--- src/rtl/ps2_scancode_processor.sv ---
// PS/2 set-2 byte stream to key events: resolves E0/F0 prefixes, collapses Pause, tracks shift/caps-lock.
// Event written 1 cycle after the done rise into a FWFT FIFO; when it is full and not popping, events are dropped and overflow pulses.
module ps2_scancode_processor #(
  parameter int FIFO_DEPTH = 4
) (
  input  logic       clk,
  input  logic       rst,
  input  logic [7:0] code,
  input  logic       done,
  output logic       ev_valid,
  input  logic       ev_ready,
  output logic [7:0] ev_code,
  output logic       ev_break,
  output logic       ev_extended,
  output logic       shift_held,
  output logic       caps_lock,
  output logic       overflow,
  output logic       proto_err
);

  localparam int AW = $clog2(FIFO_DEPTH);

  typedef enum logic [2:0] {S_IDLE, S_E0, S_F0, S_E0F0, S_PAUSE} state_t;

  state_t      state_q, state_d;
  logic [2:0]  skip_cnt_q, skip_cnt_d;
  logic        done_d_q;
  logic        strobe, is_prefix, is_filtered;
  logic        emit, emit_brk, emit_ext, perr;
  logic [7:0]  emit_code;

  assign strobe      = done & ~done_d_q;
  assign is_prefix   = (code == 8'hE0) || (code == 8'hF0) || (code == 8'hE1);
  assign is_filtered = (code == 8'h00) || (code == 8'hAA) || (code == 8'hEE) ||
                       (code == 8'hFA) || (code == 8'hFE) || (code == 8'hFF);

  always_ff @(posedge clk or posedge rst) begin
    if (rst) begin
      state_q    <= S_IDLE;
      skip_cnt_q <= 3'd0;
      done_d_q   <= 1'b0;
    end else begin
      state_q    <= state_d;
      skip_cnt_q <= skip_cnt_d;
      done_d_q   <= done;
    end
  end

  always_comb begin
    state_d    = state_q;
    skip_cnt_d = skip_cnt_q;
    if (strobe) begin
      case (state_q)
        S_IDLE: begin
          if (code == 8'hE0) state_d = S_E0;
          else if (code == 8'hF0) state_d = S_F0;
          else if (code == 8'hE1) begin
            state_d    = S_PAUSE;
            skip_cnt_d = 3'd7;
          end
        end
        S_E0: begin
          if (code == 8'hF0) state_d = S_E0F0;
          else if (code != 8'hE0) state_d = S_IDLE;
        end
        S_PAUSE: begin
          skip_cnt_d = skip_cnt_q - 3'd1;
          if (skip_cnt_q == 3'd1) state_d = S_IDLE;
        end
        default: state_d = S_IDLE;
      endcase
    end
  end

  always_comb begin
    emit      = 1'b0;
    emit_brk  = 1'b0;
    emit_ext  = 1'b0;
    emit_code = code;
    perr      = 1'b0;
    if (strobe) begin
      case (state_q)
        S_IDLE: emit = !is_prefix && !is_filtered;
        S_E0: begin
          if (code == 8'hE1) perr = 1'b1;
          else if (code != 8'hF0 && code != 8'hE0) begin
            emit     = 1'b1;
            emit_ext = 1'b1;
          end
        end
        S_F0, S_E0F0: begin
          if (is_prefix) perr = 1'b1;
          else begin
            emit     = 1'b1;
            emit_brk = 1'b1;
            emit_ext = (state_q == S_E0F0);
          end
        end
        S_PAUSE: begin
          // Pause bytes are swallowed blind; only the count matters.
          if (skip_cnt_q == 3'd1) begin
            emit      = 1'b1;
            emit_code = 8'hE1;
          end
        end
        default: ;
      endcase
    end
  end

  logic       lshift_q, lshift_d, rshift_q, rshift_d;
  logic       caps_lock_q, caps_lock_d, caps_held_q, caps_held_d;
  logic       overflow_q, overflow_d, proto_err_q, proto_err_d;
  logic [AW:0] wr_ptr_q, wr_ptr_d, rd_ptr_q, rd_ptr_d;
  logic [9:0] mem_q [FIFO_DEPTH];
  logic [9:0] mem_d [FIFO_DEPTH];
  logic       empty, full, push, pop;
  logic [9:0] head;

  assign empty = (wr_ptr_q == rd_ptr_q);
  assign full  = (wr_ptr_q[AW] != rd_ptr_q[AW]) && (wr_ptr_q[AW-1:0] == rd_ptr_q[AW-1:0]);
  assign pop   = !empty && ev_ready;
  assign push  = emit && (!full || pop);
  assign head  = mem_q[rd_ptr_q[AW-1:0]];

  always_comb begin
    lshift_d    = lshift_q;
    rshift_d    = rshift_q;
    caps_lock_d = caps_lock_q;
    caps_held_d = caps_held_q;
    overflow_d  = emit && full && !pop;
    proto_err_d = perr;
    wr_ptr_d    = push ? wr_ptr_q + {{AW{1'b0}}, 1'b1} : wr_ptr_q;
    rd_ptr_d    = pop  ? rd_ptr_q + {{AW{1'b0}}, 1'b1} : rd_ptr_q;
    mem_d       = mem_q;
    if (push) mem_d[wr_ptr_q[AW-1:0]] = {emit_brk, emit_ext, emit_code};
    // Modifiers follow the key stream even when the FIFO drops the event.
    if (emit && !emit_ext) begin
      if (emit_code == 8'h12) lshift_d = !emit_brk;
      if (emit_code == 8'h59) rshift_d = !emit_brk;
      if (emit_code == 8'h58) begin
        if (emit_brk) caps_held_d = 1'b0;
        else begin
          if (!caps_held_q) caps_lock_d = !caps_lock_q;
          caps_held_d = 1'b1;
        end
      end
    end
  end

  always_ff @(posedge clk or posedge rst) begin
    if (rst) begin
      lshift_q    <= 1'b0;
      rshift_q    <= 1'b0;
      caps_lock_q <= 1'b0;
      caps_held_q <= 1'b0;
      overflow_q  <= 1'b0;
      proto_err_q <= 1'b0;
      wr_ptr_q    <= '0;
      rd_ptr_q    <= '0;
      for (int i = 0; i < FIFO_DEPTH; i++) mem_q[i] <= '0;
    end else begin
      lshift_q    <= lshift_d;
      rshift_q    <= rshift_d;
      caps_lock_q <= caps_lock_d;
      caps_held_q <= caps_held_d;
      overflow_q  <= overflow_d;
      proto_err_q <= proto_err_d;
      wr_ptr_q    <= wr_ptr_d;
      rd_ptr_q    <= rd_ptr_d;
      mem_q       <= mem_d;
    end
  end

  assign ev_valid    = !empty;
  assign ev_code     = ev_valid ? head[7:0] : 8'h00;
  assign ev_break    = ev_valid & head[9];
  assign ev_extended = ev_valid & head[8];
  assign shift_held  = lshift_q | rshift_q;
  assign caps_lock   = caps_lock_q;
  assign overflow    = overflow_q;
  assign proto_err   = proto_err_q;

endmodule

--- config.mk ---
export PLATFORM = sky130hd
export DESIGN_NAME = ps2_scancode_processor
export DESIGN_NICKNAME = d
export VERILOG_FILES = /design/src/rtl/ps2_scancode_processor.sv
export SDC_FILE = /design/constraint.sdc
export NUM_CORES = 1
export LEC_CHECK = 0
export CAP_MARGIN = 0
export CORE_MARGIN = 2
export CORE_UTILIZATION = 59
export CTS_BUF_LIST = sky130_fd_sc_hd__clkbuf_8
export CTS_CLUSTER_DIAMETER = 40
export DETAILED_ROUTE_END_ITERATION = 10
export GPL_TIMING_DRIVEN = 1
export PLACE_DENSITY = 0.85
export SYNTH_ARGS = -nofsm -noshare
export SYNTH_HDL_FRONTEND = slang
export SYNTH_SLANG_ARGS = --single-unit
--- constraint.sdc ---
create_clock -name clk -period 2.5 [get_ports clk]
set_clock_uncertainty 0.1 [all_clocks]
set_input_delay 0.625 -clock clk [delete_from_list [all_inputs] [get_ports clk]]
set_output_delay 0.625 -clock clk [all_outputs]
set_load 0.02 [all_outputs]
==> flow_summary.yaml <==
cells_and_area:
  regArea_um2: 1480
  area_delta_synth_final_pct: 26.3
  nNetsFinal: 391
  fin_cells: 449
  utilization: 0.770
  layout-drive-gt1-share: 0.345
  fillers: 352
  n_antenna_cell: 0
  multi_input_area_um2: 1640
synthesis:
  synthXorXnorAreaFrac: 0.0236
  avgSynthCellArea_um2: 11.0
  synthSimpleGateAreaFrac: 0.166
  synth_cell_types: 54
  synthCells: 304
  yosys_warnings: 0
  yosysSeqAreaShare: 0.442
  synth-seq-cells: 59
  synth_mux_area_frac: 0.148
  synthArstFlopShare: 1.00
  ys.flop_type: "dfrtp_1"
  synth_edf_count: 0
  synth_common_cells: "59 x dfrtp_1, 37 x inv_1, 24 x o22ai_1"
  synth_compound_area_frac: 0.115
  netlist.area_leader.share: 0.442
  synth_top_family_by_area: "simple AND/OR/NAND/NOR gates"
  synthTopCellsByArea: "dfrtp_1 44%, mux4_2 6.7%, mux2_4 5.4%"
  syn-num-nets: 323
  netlist.top_cell.by_area: "dfrtp_1"
  yosys.cell_count.top_type: "dfrtp_1"
  netlist_area_um2: 3340
  synthAdderAreaFrac: 0.0262
floorplan:
  core_um2: 5470
  die_h_um: 79.2
  initial_utilization: 0.610
  boundaryPins: 27
  die_area_um2: 6280
  die_w_um: 79.2
  rows: 27
clock_tree:
  h-tree-depth: 3
  cts.sinks: 59
  clockRootBuffer: "clkbuf_8"
  clk_latency_ps: 340
  cts_buffer_depth: 2
  cts_hold_buffers: 0
  clk_pin_slew_ps: 70
  cts_buffers: 9
  cts_tree: "done"
global_route:
  grt_pass1_wl_um: 13100
  antenna_found_initial: 0
  grt_pass1_vias: 2677
  grt-ovfl-total: 0
  grt_max_degree: 41
  grt_use_total: 0.281
timing:
  max_freq_ghz: 0.403
  slew_violations: 0
  slew_headroom: 0.680
  rsz0062_at_grt: "true"
  finalSetupTns_ps: 0
  fin_crit_sh: 0.993
  min_period_ps: 2480
  setup_viol: 0
  finalHoldViolations: 0
  timing.final.ws_setup_ps: 18.1
  worst_pin_slew_ps: 479
status:
  status: "finished, final reports clean"
placed_design:
  port_buffers: 26
  dp.cells: 426
  dp_worst_setup_slack_ps: -441
  gp_congestion: 0.872
  hpwl_um: 5570
setup_path:
  cp_data_required_time_ps: 1770
  worstSetupStartpointType: "flop"
  rr_startpoint: "rd_ptr_q[0]"
  cp.arrival_ps: 1760
  critPathKind: "flop to primary output"
  worstRegToRegCells: 8
  rrSetupSlack_ps: 240
  rr_endpoint: "mem_q[12]"
  worstPathMaxFanout: 6
  end_kind: "primary output"
pwr:
  p_total_mw: 5.34
  p_sw_mw: 1.97
  clockPowerShare: 0.186
  power.density_nw_per_um2: 1270
  p_leak_nw: 1.91
  ir_drop_mv: 0.688
  p_int_mw: 3.37
  netSwitchingFraction: 0.368
  p_seq_frac: 0.309
  combPwrFrac: 0.504
route:
  firstDrtPassIters: 5
  ant_nets: 0
  drt_wl_total_um: 8090
  vias_per_cell: 5.88
  vias: 2641
  drt_iter0_drc: 247
  wl_per_cell_um: 18.0
  drc: 0
worst_hold_path:
  hp-start: "caps_lock"
  worstHoldEndpoint: "caps_lock"
  hold_class: "flop to flop"
  hold-path-cell-count: 1
flow_run:
  maxCapViolations: 0
## layout by cell type, fill, tap and decap left out, drive strengths merged, types with 3 or more instances in the layout
cell           netlist  layout
xnor2                5       5
buf                 14      61
o22ai               24      24
ha                   7       7
dlygate4sd2          0       8
nand4                3       3
o21ai                5       5
a21oi                7       7
mux2                18      18
nand3               22      22
xor2                 4       4
nor4                 4       4
nand2b               6       6
nor2                10      10
clkdlybuf4s50        0       7
mux4                10      10
a211oi               5       5
inv                 37      37
nor2b               12      12
a31oi                4       4
nand2               12      12
dfrtp               59      59
clkbuf               6      12
clkinv               0       3
## metrics by stage
stage | hold slack (ps) | instance area, um2
after floorplan | 356 | 3340
after global placement | 364 | 3920
after detailed placement | 361 | 3920
after CTS | 383 | 4170
after global routing | 394 | 4220
final | 378 | 4220
## power by group through the flow
stage	logic, mW	registers, mW	clock network (mW)
global route	2.88	1.70	1.04
finish	2.69	1.65	0.994
CTS	2.58	1.64	1.00
detailed placement	2.61	1.65	0
floorplan	1.75	1.57	0
global placement	2.50	1.62	0
## cells by family after synthesis
group / Yosys count
multiplexers: 30
XOR/XNOR: 9
buffers and inverters: 57
AO/OA/AOI/OAI: 51
flip-flops: 59
adder cells (fa/ha/maj): 7
AND/OR/NAND/NOR: 91
## how the worst max path moves through the flow
stage                     cells after the start  slack (ps)         end   startpoint
final                                         5          20  ev_code[0]  rd_ptr_q[0]
after detailed placement                      7        -440   mem_q[15]      code[3]
after global routing                          5         -40  ev_code[5]  rd_ptr_q[0]
after floorplan                               7          50   mem_q[10]      code[2]
after global placement                        7        -370   mem_q[15]      code[2]
after CTS                                     5           4  ev_code[0]  rd_ptr_q[0]
## state kept, by name, indices dropped and copies added (netlist names)
register	count
rd_ptr_q	3
mem_q	40
rshift_q	1
overflow	1
proto_err	1
lshift_q	1
caps_lock	1
state_q	3
skip_cnt_q	3
done_d_q	1
caps_held_q	1
wr_ptr_q	3
## routing by layer
metal | track usage | vias up | part of all wire
li1 | - | 1201 | -
met1 | 0.364 | 1318 | 0.41
met2 | 0.455 | 105 | 0.51
met3 | 0.0545 | 17 | 0.059
met4 | 0.136 | 0 | 0.019
met5 | 0 | - | 0
## area by class of cell
class | count | share of cell area
clock inverter | 5 | 0.0178
inverter | 37 | 0.0329
multi-input combinational | 188 | 0.389
sequential | 59 | 0.350
tap | 72 | 0.0214
timing repair buffer | 77 | 0.153
clock buffer | 11 | 0.0359
## worst max-delay path: stages, from the launching register on
cell and delay, ps:
dfrtp_1 370, buf_12 140, buf_12 120, mux4_2 490, nor2b_1 140, buf_4 150
## repair_timing
| action | in CTS | in global routing |
|---|---|---|
| pin swaps | 3 | 2 |
| endpoints found under the setup margin | 37 | 32 |
| setup buffers | 5 | 2 |
| resized for setup | 54 | 14 |
Power figures use the tool's default switching activity.
